**src/rtl/pc_pkg.sv**
```systemverilog
// Shared op and state encodings for the picoMIPS program-counter sequencer.
package pc_pkg;

    typedef enum logic [2:0] {
        PC_HOLD = 3'd0,
        PC_INC  = 3'd1,
        PC_BREL = 3'd2,
        PC_JABS = 3'd3,
        PC_CALL = 3'd4,
        PC_RET  = 3'd5,
        PC_HALT = 3'd6
    } pc_op_t;

    typedef enum logic [1:0] {
        ST_RUN    = 2'd0,
        ST_HALTED = 2'd1,
        ST_FAULT  = 2'd2
    } pc_state_t;

    localparam int unsigned PC_OP_W = 3;

endpackage

```
**src/rtl/pc_ret_stack.sv**
```systemverilog
// LIFO return-address stack; push/pop requests are ignored when full/empty.
module pc_ret_stack #(
    parameter int unsigned WIDTH = 6,
    parameter int unsigned DEPTH = 4
) (
    input  logic                         clk,
    input  logic                         rst,
    input  logic                         push,
    input  logic                         pop,
    input  logic [WIDTH-1:0]             push_data,
    output logic [WIDTH-1:0]             top_c,
    output logic [$clog2(DEPTH+1)-1:0]   depth,
    output logic                         full_c,
    output logic                         empty_c
);

    localparam int unsigned IDX_W = (DEPTH > 1) ? $clog2(DEPTH) : 1;
    localparam int unsigned DEP_W = $clog2(DEPTH + 1);

    logic [WIDTH-1:0] mem [DEPTH];

    assign full_c  = (depth == DEP_W'(DEPTH));
    assign empty_c = (depth == '0);
    assign top_c   = mem[IDX_W'(depth - DEP_W'(1))];

    // Entry storage carries no reset; contents are meaningless below depth.
    always_ff @(posedge clk) begin
        if (push && !full_c) begin
            mem[IDX_W'(depth)] <= push_data;
        end
    end

    always_ff @(posedge clk) begin
        if (rst) begin
            depth <= '0;
        end else if (push && !full_c) begin
            depth <= depth + DEP_W'(1);
        end else if (pop && !empty_c) begin
            depth <= depth - DEP_W'(1);
        end
    end

endmodule

```
**src/rtl/pc_sequencer.sv**
```systemverilog
// Program-counter sequencer: inc/branch/jump/halt, plus call/return stack
// and stack-fault detection when built with PC_RAS_EN.
module pc_sequencer
    import pc_pkg::*;
#(
    parameter int unsigned P_SIZE    = 6,
    parameter int unsigned OFF_W     = 4,
    parameter int unsigned RAS_DEPTH = 4
) (
    input  logic                             clk,
    input  logic                             rst,
    input  logic                             en,
    input  logic [PC_OP_W-1:0]               op,
    input  logic [P_SIZE-1:0]                target,
    input  logic [OFF_W-1:0]                 offset,
    input  logic                             resume,
    output logic [P_SIZE-1:0]                addressOut,
    output logic                             halted,
    output logic                             fault,
    output logic [$clog2(RAS_DEPTH+1)-1:0]   rasDepth
);

    pc_state_t         state;
    logic [P_SIZE-1:0] pc_inc_c;
    logic [P_SIZE-1:0] pc_brel_c;
    logic              exec_c;

    assign exec_c    = (state == ST_RUN) && en;
    assign pc_inc_c  = addressOut + P_SIZE'(1);
    assign pc_brel_c = addressOut + P_SIZE'($signed(offset));

`ifdef PC_RAS_EN
    logic              ras_push_c;
    logic              ras_pop_c;
    logic [P_SIZE-1:0] ras_top_c;
    logic              ras_full_c;
    logic              ras_empty_c;

    always_comb begin
        ras_push_c = 1'b0;
        ras_pop_c  = 1'b0;
        if (exec_c) begin
            ras_push_c = (op == PC_CALL) && !ras_full_c;
            ras_pop_c  = (op == PC_RET)  && !ras_empty_c;
        end
    end

    pc_ret_stack #(
        .WIDTH (P_SIZE),
        .DEPTH (RAS_DEPTH)
    ) u_ret_stack (
        .clk       (clk),
        .rst       (rst),
        .push      (ras_push_c),
        .pop       (ras_pop_c),
        .push_data (pc_inc_c),
        .top_c     (ras_top_c),
        .depth     (rasDepth),
        .full_c    (ras_full_c),
        .empty_c   (ras_empty_c)
    );
`else
    assign rasDepth = '0;
    assign fault    = 1'b0;
`endif

    // State, PC and status flags; reset dominates, HALTED/FAULT ignore en/op.
    always_ff @(posedge clk) begin
        if (rst) begin
            state      <= ST_RUN;
            addressOut <= '0;
            halted     <= 1'b0;
`ifdef PC_RAS_EN
            fault      <= 1'b0;
`endif
        end else begin
            case (state)
                ST_RUN: begin
                    if (exec_c) begin
                        case (op)
                            PC_INC:  addressOut <= pc_inc_c;
                            PC_BREL: addressOut <= pc_brel_c;
                            PC_JABS: addressOut <= target;
`ifdef PC_RAS_EN
                            PC_CALL: begin
                                if (ras_full_c) begin
                                    state <= ST_FAULT;
                                    fault <= 1'b1;
                                end else begin
                                    addressOut <= target;
                                end
                            end
                            PC_RET: begin
                                if (ras_empty_c) begin
                                    state <= ST_FAULT;
                                    fault <= 1'b1;
                                end else begin
                                    addressOut <= ras_top_c;
                                end
                            end
`else
                            PC_CALL: addressOut <= target;
`endif
                            PC_HALT: begin
                                state  <= ST_HALTED;
                                halted <= 1'b1;
                            end
                            default: ;
                        endcase
                    end
                end
                ST_HALTED: begin
                    if (resume) begin
                        state  <= ST_RUN;
                        halted <= 1'b0;
                    end
                end
                default: ;
            endcase
        end
    end

endmodule

```
**config.mk**
```make
export PLATFORM = sky130hd
export DESIGN_NAME = pc_sequencer
export DESIGN_NICKNAME = d
export VERILOG_FILES = /design/src/rtl/pc_pkg.sv /design/src/rtl/pc_ret_stack.sv /design/src/rtl/pc_sequencer.sv
export SDC_FILE = /design/constraint.sdc
export NUM_CORES = 1
export LEC_CHECK = 0
export ABC_CLOCK_PERIOD_IN_PS = 4200
export CORE_ASPECT_RATIO = 1.1
export CORE_MARGIN = 4
export CORE_UTILIZATION = 45
export CTS_CLUSTER_DIAMETER = 40
export DETAILED_ROUTE_END_ITERATION = 16
export PLACE_DENSITY = 0.83
export SYNTH_ARGS = -nofsm -noshare
export SYNTH_HDL_FRONTEND = slang
export SYNTH_SLANG_ARGS = --single-unit
```
**constraint.sdc**
```tcl
create_clock -name clk -period 4.2 [get_ports clk]
set_clock_uncertainty 0.05 [all_clocks]
set_input_delay 0.63 -clock clk [delete_from_list [all_inputs] [get_ports clk]]
set_output_delay 0.63 -clock clk [all_outputs]
set_load 0.02 [all_outputs]
```
==> results of run 1 <==
[final timing paths]
check                        startpoint  cells past startpoint                         end  slack, ns
max reg2reg  addressOut[0]$_SDFFE_PP0P_                      8  addressOut[4]$_SDFFE_PP0P_       2.32
min          addressOut[0]$_SDFFE_PP0P_                      2  addressOut[0]$_SDFFE_PP0P_       0.47
max                               op[1]                     11  addressOut[4]$_SDFFE_PP0P_       1.10
min reg2reg  addressOut[0]$_SDFFE_PP0P_                      2  addressOut[0]$_SDFFE_PP0P_       0.47
[registers in the layout (all words and copies together) (netlist names)]
| register | cells |
|---|---|
| halted | 1 |
| addressOut | 6 |
[synthesized netlist by cell type, drive strengths merged, types with 2 or more instances]
| library cell | count | share of area |
|---|---|---|
| nor2b | 5 | 0.045 |
| nand4 | 2 | 0.018 |
| a211oi | 3 | 0.032 |
| nand3 | 4 | 0.029 |
| a21oi | 5 | 0.052 |
| ha | 3 | 0.054 |
| nand2b | 2 | 0.018 |
| inv | 5 | 0.027 |
| nor2 | 5 | 0.027 |
| a31oi | 2 | 0.018 |
| nor3 | 4 | 0.029 |
| buf | 6 | 0.064 |
| nand2 | 7 | 0.038 |
| clkbuf | 2 | 0.011 |
| dfxtp | 7 | 0.20 |
| or3 | 2 | 0.018 |
| xnor2 | 3 | 0.038 |
| o21ai | 3 | 0.027 |
[critical path: stages]
cell	delay, ns
sky130_fd_sc_hd__clkdlybuf4s50_1	0.64
sky130_fd_sc_hd__nor3b_1	0.45
sky130_fd_sc_hd__nand2b_1	0.11
sky130_fd_sc_hd__ha_1	0.21
sky130_fd_sc_hd__inv_1	0.07
sky130_fd_sc_hd__fa_1	0.17
sky130_fd_sc_hd__nor2b_1	0.07
sky130_fd_sc_hd__or4_1	0.42
sky130_fd_sc_hd__nand2_1	0.09
sky130_fd_sc_hd__nor3_1	0.04
sky130_fd_sc_hd__o31a_1	0.30
[power by group through the flow]
stage	registers, mW	logic (mW)	clock network (mW)
2_1_floorplan	0.0852	0.0460	0
3_3_place_gp	0.0809	0.0799	0
3_5_place_dp	0.0811	0.0813	0
4_1_cts	0.0796	0.0817	0.0662
5_1_grt	0.0808	0.0893	0.0694
6_report	0.0796	0.0809	0.0642
[per-layer routing]
metal	routed length [um]	up-vias
li1	-	360
met1	724	314
met2	741	30
met3	160	4
met4	17	0
met5	0	-
[cells by family (layout without fill, tap and decap cells)]
group | count (synthesis) | in the layout
AOI/OAI and AO/OA | 22 | 22
muxes | 1 | 1
xor gates and xnor gates | 3 | 3
buffers and inverters | 13 | 32
other | 1 | 4
and+or+nand+nor | 37 | 37
DFF | 7 | 7
adders and majority gates | 4 | 4
[final cells by class]
type | instances | area, um^2 | area share
Multi-Input combinational cell | 71 | 499 | 0.534
Timing Repair Buffer | 23 | 230 | 0.246
Sequential cell | 7 | 140 | 0.150
Clock buffer | 4 | 26.3 | 0.0281
Tap cell | 16 | 20.0 | 0.0214
Inverter | 5 | 18.8 | 0.0201
[through the flow]
stage                     utilization  hold WS [ns]
final                           0.659         0.471
after global routing            0.659         0.510
after detailed placement        0.640         0.466
after floorplan                     -         0.533
after CTS                       0.659         0.474
after global placement          0.640         0.458
==> run summary, run 1 <==
The biggest fanout along the worst timing path is 7. The combinational fraction of design power was 0.360. The clock passes through at most 2 buffers. The leakage power figure is 0.343 nW, and the fraction of final layout cells sized beyond drive strength 1 is 0.0818. The tools report the fill cell total of the finished layout as 134. The clock group share of total power was 0.286.

VDD sags by at most 0.162 mV. Setup repair after global routing left no endpoint under its margin. The setup violation total in the final timing report was 0.

STA puts the critical path data required time at 4.30 ns. Synthesis produced 88 cells. In the final timing run, aggregate negative setup slack is 0 ns. Routability-driven placement finished with a final weighted congestion of 0.800. The tools report the cell internal power dissipation as 150 uW. The tools report the number of instances resized during post-cts repair as 0.

In this run the cell area measured after placement is 908 um^2. After clock tree synthesis, the flow added hold-fix buffers numbering 0. The xor and xnor fraction of the mapped netlist area came out at 0.0376. Entering global routing, the biggest net connects 14 pins. The run gives 0.200 as the sequential area share after synthesis. The compound-cell area share of the yosys netlist came out at 0.238. The completed layout was analyzed and its total power is 225 uW. The flow ran to the end, and the final reports show no timing, DRC or antenna violations. The path class of the tightest hold or removal check is reg -> reg. After detailed routing, the average wire length per cell comes to 13.0 um. The worst setup path category is in -> reg. The post-synthesis share of cell area spent on and, or, nand and nor gates works out to 0.318.

The run gives 0 as the final number of max-transition violations. Most frequent standard cell in the layout excluding fill and tap cells: sky130_fd_sc_hd__clkdlybuf4s50_1. After detailed routing, the number of remaining DRC violations is 0. The data arrival time of the worst path was 3.20 ns. The met1 layer usage reported by global route is 0.207.

Global routing finished with a remaining overflow of 0. Number of top-level design ports: 28. The die is 49.4 um tall. The initial core utilization was 0.493; the mapped cell area was 699 um^2.

The power density of the placed cells is 240 nW/um^2, and the count of placed standard cells in the final layout, fillers left out is 126. The repair_antennas step left the layout with diodes totalling 0. The busiest layer in global routing is met2.

A synthesized cell averages 7.95 um^2. Number of buffers added by the clock tree synthesis step: 3. The worst setup path is launched from an input pin. The first global-routing pass estimated 2.73 mm of wire. The tools report the source-to-sink clock delay at the later pin of the worst-skew pair as 0.25 ns. For the routing usage on met2, the log shows 0.235. OpenSTA, run right after detailed placement, puts the worst setup slack at 0.842 ns. The clock transition at the registers of the reported paths was 0.06 ns; the number of global-route vias before repair was 652.

Leaving out fill and tap cells, the most frequent cells in the layout are sky130_fd_sc_hd__clkdlybuf4s50_1 (23), sky130_fd_sc_hd__nand2_1 (7), sky130_fd_sc_hd__dfxtp_1 (7). Buffers placed on the I/O ports in this run total 23. The synthesized netlist contains 38 unique library cells. The number of flops mapped to enable cells by yosys works out to 0. For the worst setup margin, the log shows 1.10 ns.

The level count of the clock H-tree is 1. The mux share of post-synthesis cell area was 0.0161. The net count of the finished layout is 132. The residual antenna-violating net count after detailed routing is 0, and the max-capacitance violation count is 0.

The worst setup path is captured at a flop. The area added between synthesis and finish is 33.6%, and the via density per instance is 5.62. Sequential share of power: 0.354.

Share of synthesized registers carrying an async set or reset: 0. The root buffer cell chosen for the clock tree is sky130_fd_sc_hd__clkbuf_4. In this run the power spent charging and discharging nets is 74.3 uW.

The first-pass iteration count of the detailed router is 5. TritonCTS built the clock tree. After clock tree synthesis, the setup repair step added 0 buffers. The switching part of the total power came out at 0.331.

The total core area was 1420 um^2; the adder-cell share of the synthesized area was 0.0823. The initial antenna violation count came out at 0. In the synthesized netlist the dominant register cell turns out to be sky130_fd_sc_hd__dfxtp_1. Once placement completed, the tool counted placed cells totaling 122. The minimum clock period after layout was 3.10 ns.

The largest family of logic cells by synthesized area was simple AND/OR/NAND/NOR gates. The fraction of the cycle the final worst path needs is 0.738, and the die span in x is 45.6 um. Yosys printed 0 warnings. The overall routed net length was 1.64 mm; the highest clock frequency the design can meet was 0.323 GHz.

The finished cells cover 935 um^2. The area of the die was 2250 um^2; the flip-flop and latch count after synthesis was 7. The number of violations reported at the end of detailed-routing iteration 0 came out at 18. For the number of hold violations in the final report, the log shows 0.

Once detailed placement completed, the half-perimeter wirelength came to 1.27 mm. The total number of placement rows was 14; the clock sink count was 7. Detailed routing inserted a total of 708 vias. The total routing resource utilization after global routing was 0.161; the met3 track utilization from global routing was 0.0517.
Note: power is estimated with default switching activity, not from simulation.
==> run 2, diff against run 1 <==
ABC_CLOCK_PERIOD_IN_PS = 2960   (was 4200)
CORE_UTILIZATION = 42   (was 45)
PLACE_DENSITY = 0.78   (was 0.83)
clock period = 2.96 ns   (was 4.2 ns; I/O delays follow)
==> run 2 against run 1 <==
  * Sequential share of layout area down 0.60 points
  * Register-to-register slack worse by 1.2 ns
  * Wire length up 3.8%
  * Final cell count up 4.8%
  * Die area up 5.9%
  * Design area up 4.2%
  * Via count up 3.7%
  * Setup slack worse by 0.74 ns
  * Non-clock buffer count up 5
  * Critical path type unchanged
  * Critical endpoint unchanged
  * Highest routed layer is now met3
==> run summary, run 2 (synthesis gave the netlist of run 1 again) <==
The number of violations reported at the end of detailed-routing iteration 0 is 24 (+6). Wire length the detailed router placed on met1: 768 um (+6.1%). The min-delay analysis places its worst path in the category reg -> reg. Type of element capturing the critical path: a flop.

The minimum clock period after layout came out at 2.60 ns. The worst register-to-register path ends at addressOut[4]$_SDFFE_PP0P_. The level count of the clock H-tree is 1 (unchanged).

Among cell families on the critical path, the largest total delay comes from simple AND/OR/NAND/NOR gates. The startpoint class of the critical path is an input pin. Post-route DRC violation count: 0 (unchanged).

The run gives 15 (+1) as the total number of placement rows. The largest net degree at the start of global routing came out at 13 (-1). The switching part of the total power is 0.330 (-0.00101), and the area added between synthesis and finish is 39.2%.

The initial core utilization was 0.444 (-0.0493). The first-pass GRT wire length is 2.66 mm (-2.3%). The slowest stage of the critical path belongs to the cell sky130_fd_sc_hd__clkdlybuf4s50_1. The power density of the placed cells is 333 nW/um^2 (+39%). The area of the die came out at 2380 um^2 (+5.9%). Root buffer cell: sky130_fd_sc_hd__clkbuf_4.

The register with the most flip-flops in the final layout is addressOut. The die span in x was 46.9 um (+2.9%); the clock sink count was 7 (unchanged). The logs give 661 (+1.4%) for the number of global-route vias before repair and 0 (unchanged) for the max-capacitance violation count. The highest clock frequency the design can meet is 0.385 GHz. The flip-flop count of the largest register after layout was 6 (unchanged).

The total routing resource utilization after global routing was 0.150 (-0.0103); the hold-critical path depth was 2 (unchanged). The tools report the cell internal power dissipation as 218 uW (+45%). The setup violation total in the final timing report was 0 (unchanged); the longest individual stage delay on the worst path was 0.47 ns (-0.17 ns). The total core area is 1580 um^2 (+11%).

The count of buffers from port buffering is 23 (unchanged). The peak supply drop is 0.191 mV (+18%), and the final setup TNS is 0 ns (unchanged). Residual antenna-violating net count after detailed routing: 0 (unchanged).

Setup repair after global routing left no endpoint under its margin. The overall via count from detail_route is 734 (+3.7%), and the fraction of final layout cells sized beyond drive strength 1 is 0.122 (+0.0399). Number of instances resized during post-cts repair: 0 (unchanged). The count of buffering cells on the critical path with inverters included was 3 (+1). The number of buffers added by the clock tree synthesis step is 3 (unchanged), and the required arrival time at the worst endpoint is 3.06 ns (-1.24 ns). Biggest fanout along the worst timing path: 4 (-3). The logs give 0 (unchanged) for the number of hold violations in the final report and 0.280 (-0.006) for the clock group share of total power. For the source-to-sink clock delay at the later pin of the worst-skew pair, the log shows 0.25 ns (about the same). Count of nets after finishing: 137 (+3.8%). The via density per instance came out at 5.56 (-1.0%).

The most frequent standard cell in the layout excluding fill and tap cells was sky130_fd_sc_hd__clkdlybuf4s50_1. The tools report the met2 layer wire length in the routed design as 811 um (+9.4%). The clock transition at the registers of the reported paths was 0.06 ns (about the same); the height of the chip was 50.8 um (+2.9%). The register-to-register setup slack was 1.08 ns (-1.24 ns). The worst setup path category was in -> reg.

The run gives 0 (unchanged) as the final number of max-transition violations. The number of cells traversed by the worst register-to-register path was 8 (unchanged). The switching power total came out at 107 uW (+44%). The number of buffers added for setup after CTS came out at 0 (unchanged). The tools report the data arrival time of the worst path as 2.70 ns (-0.50 ns). The count of placed standard cells in the final layout, fillers left out is 132 (+4.8%), and the detailed-placement wirelength estimate is 1.33 mm (+4.9%). Highest layer used for signal routing: met3.

The average wire per cell in the routed design is 12.9 um (-0.94%), and the fraction of the cycle the final worst path needs is 0.878. The logs give 126 um (-21%) for the met3 wirelength from detailed routing and 1.71 mm (+3.8%) for the overall routed net length. Weighted congestion reported at the end of routability-driven placement: 0.811 (+1.3%). In the layout the commonest cells are sky130_fd_sc_hd__clkdlybuf4s50_1 (23), sky130_fd_sc_hd__nand2_1 (7), sky130_fd_sc_hd__dfxtp_1 (7). The tools report the initial antenna violation count as 0 (unchanged). In the final layout, the registers with the most flip-flops are addressOut (6), halted (1). The startpoint identified for the worst register-to-register timing path is addressOut[0]$_SDFFE_PP0P_. The tools report the hold buffer count at CTS as 0 (unchanged). The worst hold path terminates at addressOut[0]$_SDFFE_PP0P_.

The sequential share of power was 0.349 (-0.005). The number of antenna diodes was 0 (unchanged); the leftover overflow at the end of global routing was 0 (unchanged). The number of top-level design ports was 28 (unchanged). Leakage power figure: 0.368 nW (+7.3%). TritonCTS built the clock tree.

The number of placed instances with taps included was 128 (+4.9%). The critical path goes through clkdlybuf4s50_1 > nor3b_1 > buf_4 > nand2b_1 > ha_1 > inv_1 > fa_1 > nor2b_1 > or4_1 > nand2_1 > nor3_1 > o31a_1. The worst hold path begins at addressOut[0]$_SDFFE_PP0P_. The flow ran to the end, and the final reports show no timing, DRC or antenna violations. The first-pass iteration count of the detailed router is 4 (-1), and the combinational fraction of design power is 0.372 (+0.012). The run gives 2 (unchanged) as the number of buffers between clock root and the deepest sink.
==> run 2: cell count changes in the layout (fill, tap and decap cells not counted), sizes merged <==
cell	before	now
buf	0	5
==> run 2: stage by stage <==
| step | setup WS [ns] | cell area (um^2) | utilization | hold slack, ns | total power [mW] |
|---|---|---|---|---|---|
| floorplan | 0.516 | 711 | - | 0.533 | 0.186 |
| CTS | 0.364 | 973 | 0.617 | 0.475 | 0.328 |
| finish | 0.360 | 973 | 0.617 | 0.467 | 0.325 |
| detailed placement | 0.0959 | 947 | 0.601 | 0.467 | 0.235 |
| global route | 0.220 | 973 | 0.617 | 0.523 | 0.345 |
| global placement | 0.176 | 947 | 0.601 | 0.461 | 0.234 |
==> run 2: worst max path at each step <==
stage	startpoint	endpoint	slack, ns	cells after the start
5_1_grt	op[1]	addressOut[3]$_SDFFE_PP0P_	0.22	11
3_5_place_dp	op[1]	addressOut[4]$_SDFFE_PP0P_	0.1	12
4_1_cts	op[1]	addressOut[4]$_SDFFE_PP0P_	0.36	12
3_3_place_gp	op[1]	addressOut[4]$_SDFFE_PP0P_	0.18	12
2_1_floorplan	op[2]	addressOut[4]$_SDFFE_PP0P_	0.52	11
6_report	op[1]	addressOut[4]$_SDFFE_PP0P_	0.36	12
==> run 2: per-layer routing <==
metal	track usage	up-vias
met3	0.0358	0
met1	0.203	336
li1	-	367
met2	0.231	31
met5	0	-
met4	0.0461	0
==> run 2: cell type report <==
cell class	instances	area, um^2
Inverter	5	18.8
Sequential cell	7	140
Fill cell	151	603
Clock buffer	4	26.3
Tap cell	17	21.3
Timing Repair Buffer	28	268
Multi-Input combinational cell	71	499
==> run 2: power by group through the flow <==
stage / combinational, mW / clock [mW] / sequential [mW]
floorplan: 0.0653 / 0 / 0.121
global route: 0.132 / 0.0990 / 0.114
CTS: 0.121 / 0.0937 / 0.113
detailed placement: 0.121 / 0 / 0.115
finish: 0.121 / 0.0908 / 0.113
global placement: 0.119 / 0 / 0.115
==> run 2: worst min-delay path: stages (launching register included) <==
cell                       delay (ns)
sky130_fd_sc_hd__dfxtp_1         0.32
sky130_fd_sc_hd__nor2_1          0.10
sky130_fd_sc_hd__a311oi_1        0.05
